===== src/rtl/regfile_dump_reader.sv =====
// regfile_dump_reader
// Walks every register of a register bank two at a time. The even index is
// read on port 1 and the odd index on port 2. Each sampled pair is streamed to
// a downstream consumer over a valid/ready handshake.
// Each dump visits READ (one cycle, enables driven, buses sampled) and then
// HOLD (pair presented until accepted). After the last pair the FSM spends one
// DONE cycle and returns to IDLE.
// Optional feature: define REGDUMP_CHECKSUM_EN to build the running XOR
// checksum of all accepted pairs. Without it, checksum is tied to zero.
module regfile_dump_reader #(
    parameter int NUM_REGS   = 32,
    parameter int DATA_WIDTH = 32,
    parameter int ADDR_WIDTH = 5
) (
    input  logic                  clk,
    input  logic                  reset,
    input  logic                  start,
    input  logic                  abort,
    output logic [NUM_REGS-1:0]   rd_en1,
    output logic [NUM_REGS-1:0]   rd_en2,
    input  logic [DATA_WIDTH-1:0] rd_data1,
    input  logic [DATA_WIDTH-1:0] rd_data2,
    output logic                  out_valid,
    input  logic                  out_ready,
    output logic [ADDR_WIDTH-1:0] out_addr,
    output logic [DATA_WIDTH-1:0] out_data1,
    output logic [DATA_WIDTH-1:0] out_data2,
    output logic                  busy,
    output logic                  done,
    output logic [DATA_WIDTH-1:0] checksum
);

    localparam logic [1:0] ST_IDLE = 2'd0;
    localparam logic [1:0] ST_READ = 2'd1;
    localparam logic [1:0] ST_HOLD = 2'd2;
    localparam logic [1:0] ST_DONE = 2'd3;

    localparam logic [ADDR_WIDTH-1:0] IDX_ZERO = {ADDR_WIDTH{1'b0}};
    localparam logic [ADDR_WIDTH-1:0] IDX_ONE  = ADDR_WIDTH'(1);
    localparam logic [ADDR_WIDTH-1:0] IDX_STEP = ADDR_WIDTH'(2);
    localparam logic [ADDR_WIDTH-1:0] IDX_LAST = ADDR_WIDTH'(NUM_REGS - 2);

    // One-hot decode of a register index into an enable vector.
    function automatic logic [NUM_REGS-1:0] one_hot(input logic [ADDR_WIDTH-1:0] idx);
        return {{(NUM_REGS-1){1'b0}}, 1'b1} << idx;
    endfunction

    logic [1:0]            state_r;
    logic [1:0]            state_s;
    logic [ADDR_WIDTH-1:0] idx_r;
    logic [ADDR_WIDTH-1:0] idx_s;
    logic                  start_ok_s;
    logic                  capture_s;

    logic [NUM_REGS-1:0]   rd_en1_r;
    logic [NUM_REGS-1:0]   rd_en2_r;
    logic                  out_valid_r;
    logic [ADDR_WIDTH-1:0] out_addr_r;
    logic [DATA_WIDTH-1:0] out_data1_r;
    logic [DATA_WIDTH-1:0] out_data2_r;
    logic                  busy_r;
    logic                  done_r;

    // An abort in IDLE suppresses a simultaneous start. The read buses are
    // sampled only in a READ cycle that is not being aborted.
    always_comb begin
        start_ok_s = (state_r == ST_IDLE) && start && !abort;
        capture_s  = (state_r == ST_READ) && !abort;
    end

    // Next-state and index logic. Abort wins over the handshake.
    always_comb begin
        state_s = state_r;
        idx_s   = idx_r;
        case (state_r)
            ST_IDLE: begin
                if (start_ok_s) begin
                    state_s = ST_READ;
                    idx_s   = IDX_ZERO;
                end else begin
                    state_s = ST_IDLE;
                end
            end
            ST_READ: begin
                if (abort) begin
                    state_s = ST_IDLE;
                end else begin
                    state_s = ST_HOLD;
                end
            end
            ST_HOLD: begin
                if (abort) begin
                    state_s = ST_IDLE;
                end else if (out_valid_r && out_ready) begin
                    if (idx_r == IDX_LAST) begin
                        state_s = ST_DONE;
                    end else begin
                        state_s = ST_READ;
                        idx_s   = idx_r + IDX_STEP;
                    end
                end else begin
                    state_s = ST_HOLD;
                end
            end
            ST_DONE: begin
                state_s = ST_IDLE;
            end
            default: begin
                state_s = ST_IDLE;
                idx_s   = IDX_ZERO;
            end
        endcase
    end

    // State and pair index registers.
    always_ff @(posedge clk or negedge reset) begin
        if (!reset) begin
            state_r <= ST_IDLE;
            idx_r   <= IDX_ZERO;
        end else begin
            state_r <= state_s;
            idx_r   <= idx_s;
        end
    end

    // Control outputs are decoded from the next state, so each one is a flop.
    always_ff @(posedge clk or negedge reset) begin
        if (!reset) begin
            rd_en1_r    <= {NUM_REGS{1'b0}};
            rd_en2_r    <= {NUM_REGS{1'b0}};
            out_valid_r <= 1'b0;
            busy_r      <= 1'b0;
            done_r      <= 1'b0;
        end else begin
            if (state_s == ST_READ) begin
                rd_en1_r <= one_hot(idx_s);
                rd_en2_r <= one_hot(idx_s + IDX_ONE);
            end else begin
                rd_en1_r <= {NUM_REGS{1'b0}};
                rd_en2_r <= {NUM_REGS{1'b0}};
            end
            out_valid_r <= (state_s == ST_HOLD);
            busy_r      <= (state_s == ST_READ) || (state_s == ST_HOLD);
            done_r      <= (state_s == ST_DONE);
        end
    end

    // Output pair capture. The pair stays stable through the whole HOLD stall.
    always_ff @(posedge clk or negedge reset) begin
        if (!reset) begin
            out_addr_r  <= IDX_ZERO;
            out_data1_r <= {DATA_WIDTH{1'b0}};
            out_data2_r <= {DATA_WIDTH{1'b0}};
        end else if (capture_s) begin
            out_addr_r  <= idx_r;
            out_data1_r <= rd_data1;
            out_data2_r <= rd_data2;
        end else begin
            out_addr_r  <= out_addr_r;
            out_data1_r <= out_data1_r;
            out_data2_r <= out_data2_r;
        end
    end

`ifdef REGDUMP_CHECKSUM_EN
    logic                  accept_s;
    logic [DATA_WIDTH-1:0] checksum_r;

    // A pair counts only when it is handed over and no abort is in effect.
    always_comb begin
        accept_s = (state_r == ST_HOLD) && out_valid_r && out_ready && !abort;
    end

    // Running XOR of accepted pairs. It clears on start and is held otherwise.
    always_ff @(posedge clk or negedge reset) begin
        if (!reset) begin
            checksum_r <= {DATA_WIDTH{1'b0}};
        end else if (start_ok_s) begin
            checksum_r <= {DATA_WIDTH{1'b0}};
        end else if (accept_s) begin
            checksum_r <= checksum_r ^ out_data1_r ^ out_data2_r;
        end else begin
            checksum_r <= checksum_r;
        end
    end

    assign checksum = checksum_r;
`else
    assign checksum = {DATA_WIDTH{1'b0}};
`endif

    assign rd_en1    = rd_en1_r;
    assign rd_en2    = rd_en2_r;
    assign out_valid = out_valid_r;
    assign out_addr  = out_addr_r;
    assign out_data1 = out_data1_r;
    assign out_data2 = out_data2_r;
    assign busy      = busy_r;
    assign done      = done_r;

endmodule


===== config.mk =====
export PLATFORM = sky130hd
export DESIGN_NAME = regfile_dump_reader
export DESIGN_NICKNAME = d
export VERILOG_FILES = /design/src/rtl/regfile_dump_reader.sv
export SDC_FILE = /design/constraint.sdc
export NUM_CORES = 1
export LEC_CHECK = 0
export BUFFER_PORTS_ARGS = -buffer_cell sky130_fd_sc_hd__buf_2
export CAP_MARGIN = 40
export CORE_ASPECT_RATIO = 0.9
export CORE_MARGIN = 2
export CORE_UTILIZATION = 52
export CTS_CLUSTER_DIAMETER = 80
export DETAILED_ROUTE_END_ITERATION = 6
export MAX_ROUTING_LAYER = met4
export PLACE_DENSITY_LB_ADDON = 0.2
export SLEW_MARGIN = 20
export SYNTH_ARGS = -nofsm -noshare
export SYNTH_HDL_FRONTEND = slang
export SYNTH_SLANG_ARGS = --single-unit

===== constraint.sdc =====
create_clock -name clk -period 4.4 [get_ports clk]
set_clock_uncertainty 0.15 [all_clocks]
set_input_delay 0 -clock clk [delete_from_list [all_inputs] [get_ports clk]]
set_output_delay 0 -clock clk [all_outputs]
set_load 0.005 [all_outputs]

==> metrics <==
outcome complete, no violations; Area Growth Syn to Fin 40.4%; min-delay src out_ready; root buffer cell clkbuf_16; actual slew at the worst max-slew pin 0.692 ns; CTS Sinks 143; Final Max Tran Viols 0; Pwr Total 3.49 mW; chip width 115 um; Die ar. 11900 sq um; WP data required 4.58 ns; commonest cells in the netlist 143 x dfrtp_1, 70 x mux2_2, 33 x buf_4, 29 x nor3_1, 25 x nor2_1; CP most frequent cell o21ai_0; DP HPWL 9490 um; Max Cap Violations 0; via count 4394; initial antenna violation count 1; antenna-violating nets left 0; DR top layer met4; Hold-fix buffers, CTS 69; DRC Markers 0; Die Y 104 um; largest net degree at the start of global routing 70; R2R setup slack 1.14 ns; CTS tree built; maximum VDD drop 0.425 mV; post-synthesis mux area share 13.9%; main combinational cell family by area after synthesis multiplexers; Total GRT Usage 26.5%; Slew HR 53.5%; Synth area leader dfrtp_1; Crit path max-delay family compound AO/OA/AOI/OAI gates; Cell Area, Synth 5730 sq um; slowest stage delay, CP 0.62 ns; worst r2r src state_r[0]; DRT Wirelength 14900 um; total gr overflow 0; Pre-Repair DR Iteration Count 5; Clock Latency Late Sink 0.41 ns; fillcell total 700; area share of and/or/nand/nor cells after synthesis 11.5%; compound-cell area share of the yosys netlist 3.25%; RSZ-0062 raised after global routing false; top area cells in the synthesized netlist dfrtp_1 62%, mux2_2 14%, buf_4 4.3%, nor3_1 2.5%, nor2_1 1.6%; Initial Util 53.2%; fin crit period 3.26 ns; H-tree levels 4; crit end category flip-flop; DR WL met2 7550 um; CP arrival 3.44 ns; crit path cell chain nand2b_1 -> o21ai_0 -> and2_1 -> nor2_1 -> ha_1 -> inv_1 -> a211oi_1 -> nand3b_1 -> o21ai_0; Site Rows 36; Post-Synth Adder-Cell Area 1.31%; FFs w/ async S/R, synth 100%; final hold vios 0; share of cells above drive strength 1 44.4%; min-delay worst type input pin to flip-flop; vias in the first global route 4448; core area 10800 sq um; WL met1 5840 um; Pwr Density 434 nW/um^2; cell area after layout 8050 sq um; crit-path max FO 15; Yosys reg bits 143; IO Pins 237; Synth cell types 49; Num CTS Buffers 17; Pleak 4.08 nW; most numerous cell in the Yosys netlist dfrtp_1; xor/xnor share of the synthesized area 0.611%; WL/cell 17.3 um; WL met3 1040 um; Hold Path End state_r[1]; Port Buffers 204; f_max 0.307 GHz; post-CTS sizing 0; Post-synth EDFFs 0; Synth top area share 62.5%; R2R depth 9; Setup TNS Final 0 ns; Clock transition at path regs 0.06 ns; WP buf/inv 1; first-pass GRT wire length 23300 um; CP max stage cell ha_1; DP Area 6740 sq um; final worst path period share 74.1%; Setup Viol. Count Final 0; DR iter-0 viols 349; gpl congestion 0.929; Synth Flop Type dfrtp_1; Hold Crit Depth 6; Syn Inst Count 438; part of the Yosys area used for sequential elements 62.5%; vias per cell 5.12; Synth warnings 0; reg2reg end rd_en2[28]; Mean Syn Cell Area 13.1 sq um; Longest Clk Path Bufs 2; setup bufs post-CTS 0; CP startpoint kind flip-flop; WS Path Type flip-flop to flip-flop; final net count 787
worst max path at each step:
stage,depth (start not counted),slack [ns],startpoint,end
after floorplan,9,1.65,state_r[0],rd_en2[5]
after global placement,7,1.34,state_r[1],rd_en2[12]
after detailed placement,8,1.21,state_r[0],rd_en2[20]
after CTS,8,1.17,state_r[0],rd_en2[20]
after global routing,9,0.86,state_r[0],rd_en2[12]
final,9,1.14,state_r[0],rd_en2[28]
cell type report:
cell class,count,area [sq um],share of cell area [%]
Inverter,9,33.8,0.420
Antenna cell,1,2.50,0.0311
Clock buffer,26,519,6.45
Clock inverter,6,46.3,0.575
Timing Repair Buffer,279,1820,22.6
Tap cell,133,166,2.07
Sequential cell,143,3580,44.5
Multi-Input combinational cell,262,1880,23.3
logic make-up after synthesis:
group           after synthesis
flops                       143
simple gates                120
mux                          71
buf+inv                      64
compound gates               29
fa+ha+maj                     6
xor+xnor                      4
other cells                   1
where the power goes:
| group | switching (mW) | internal (mW) | leakage [nW] |
|---|---|---|---|
| Sequential | 0.0895 | 1.50 | 1.86 |
| Clock | 0.524 | 0.816 | 0.274 |
| Combinational | 0.238 | 0.329 | 1.95 |
per-layer routing:
metal	track usage, %	vias up
met4	11.1	0
met5	-	-
li1	-	2006
met2	42.0	217
met3	6.96	30
met1	32.2	2141
through the flow:
stage | hold slack (ns) | cells | setup WS (ns) | util, %
3_5_place_dp | -0.183 | 756 | 1.21 | 62.6
4_1_cts | 0.00222 | 857 | 1.17 | 74.5
6_report | 0.0142 | 859 | 1.14 | 74.7
3_3_place_gp | 0.0197 | 754 | 1.34 | 62.3
2_1_floorplan | -0.446 | 469 | 1.65 | -
5_1_grt | 0.0871 | 859 | 0.860 | 74.7
worst min-delay path, cell delays in order:
cell,delay (ns)
buf_2,0.11
nand2_1,0.05
a21oi_1,0.10
o21ai_0,0.10
nand2b_1,0.10
inv_1,0.07
sequential cells by signal, summed over array words and instances, names as in the netlist:
register,count
busy,1
done,1
idx_r,5
out_addr,5
out_data1,32
out_data2,32
out_valid,1
rd_en1,32
rd_en2,32
state_r,2
cell usage in the layout, fill, tap and decap left out, types with 3 or more instances in the layout:
| master | Yosys | routed |
|---|---|---|
| dlygate4sd3_1 | 0 | 68 |
| clkbuf_16 | 0 | 17 |
| buf_4 | 33 | 4 |
| nand3b_1 | 4 | 4 |
| dfrtp_1 | 143 | 143 |
| nor4_1 | 4 | 4 |
| nand4_1 | 4 | 4 |
| xnor2_1 | 4 | 4 |
| nor3_1 | 29 | 29 |
| ha_1 | 6 | 6 |
| or3_1 | 3 | 3 |
| clkbuf_8 | 0 | 6 |
| nand3_1 | 16 | 16 |
| nand2_1 | 12 | 12 |
| a21oi_1 | 9 | 9 |
| nor3_2 | 4 | 4 |
| mux2_2 | 70 | 70 |
| inv_6 | 0 | 3 |
| buf_16 | 0 | 3 |
| o21ai_0 | 4 | 4 |
| conb_1 | 1 | 32 |
| nor2_1 | 25 | 25 |
| nand2b_1 | 3 | 3 |
| clkbuf_1 | 12 | 3 |
| inv_1 | 7 | 7 |
| a211oi_1 | 4 | 4 |
| and2_1 | 3 | 3 |
| buf_2 | 6 | 203 |
Power figures use the tool's default switching activity.
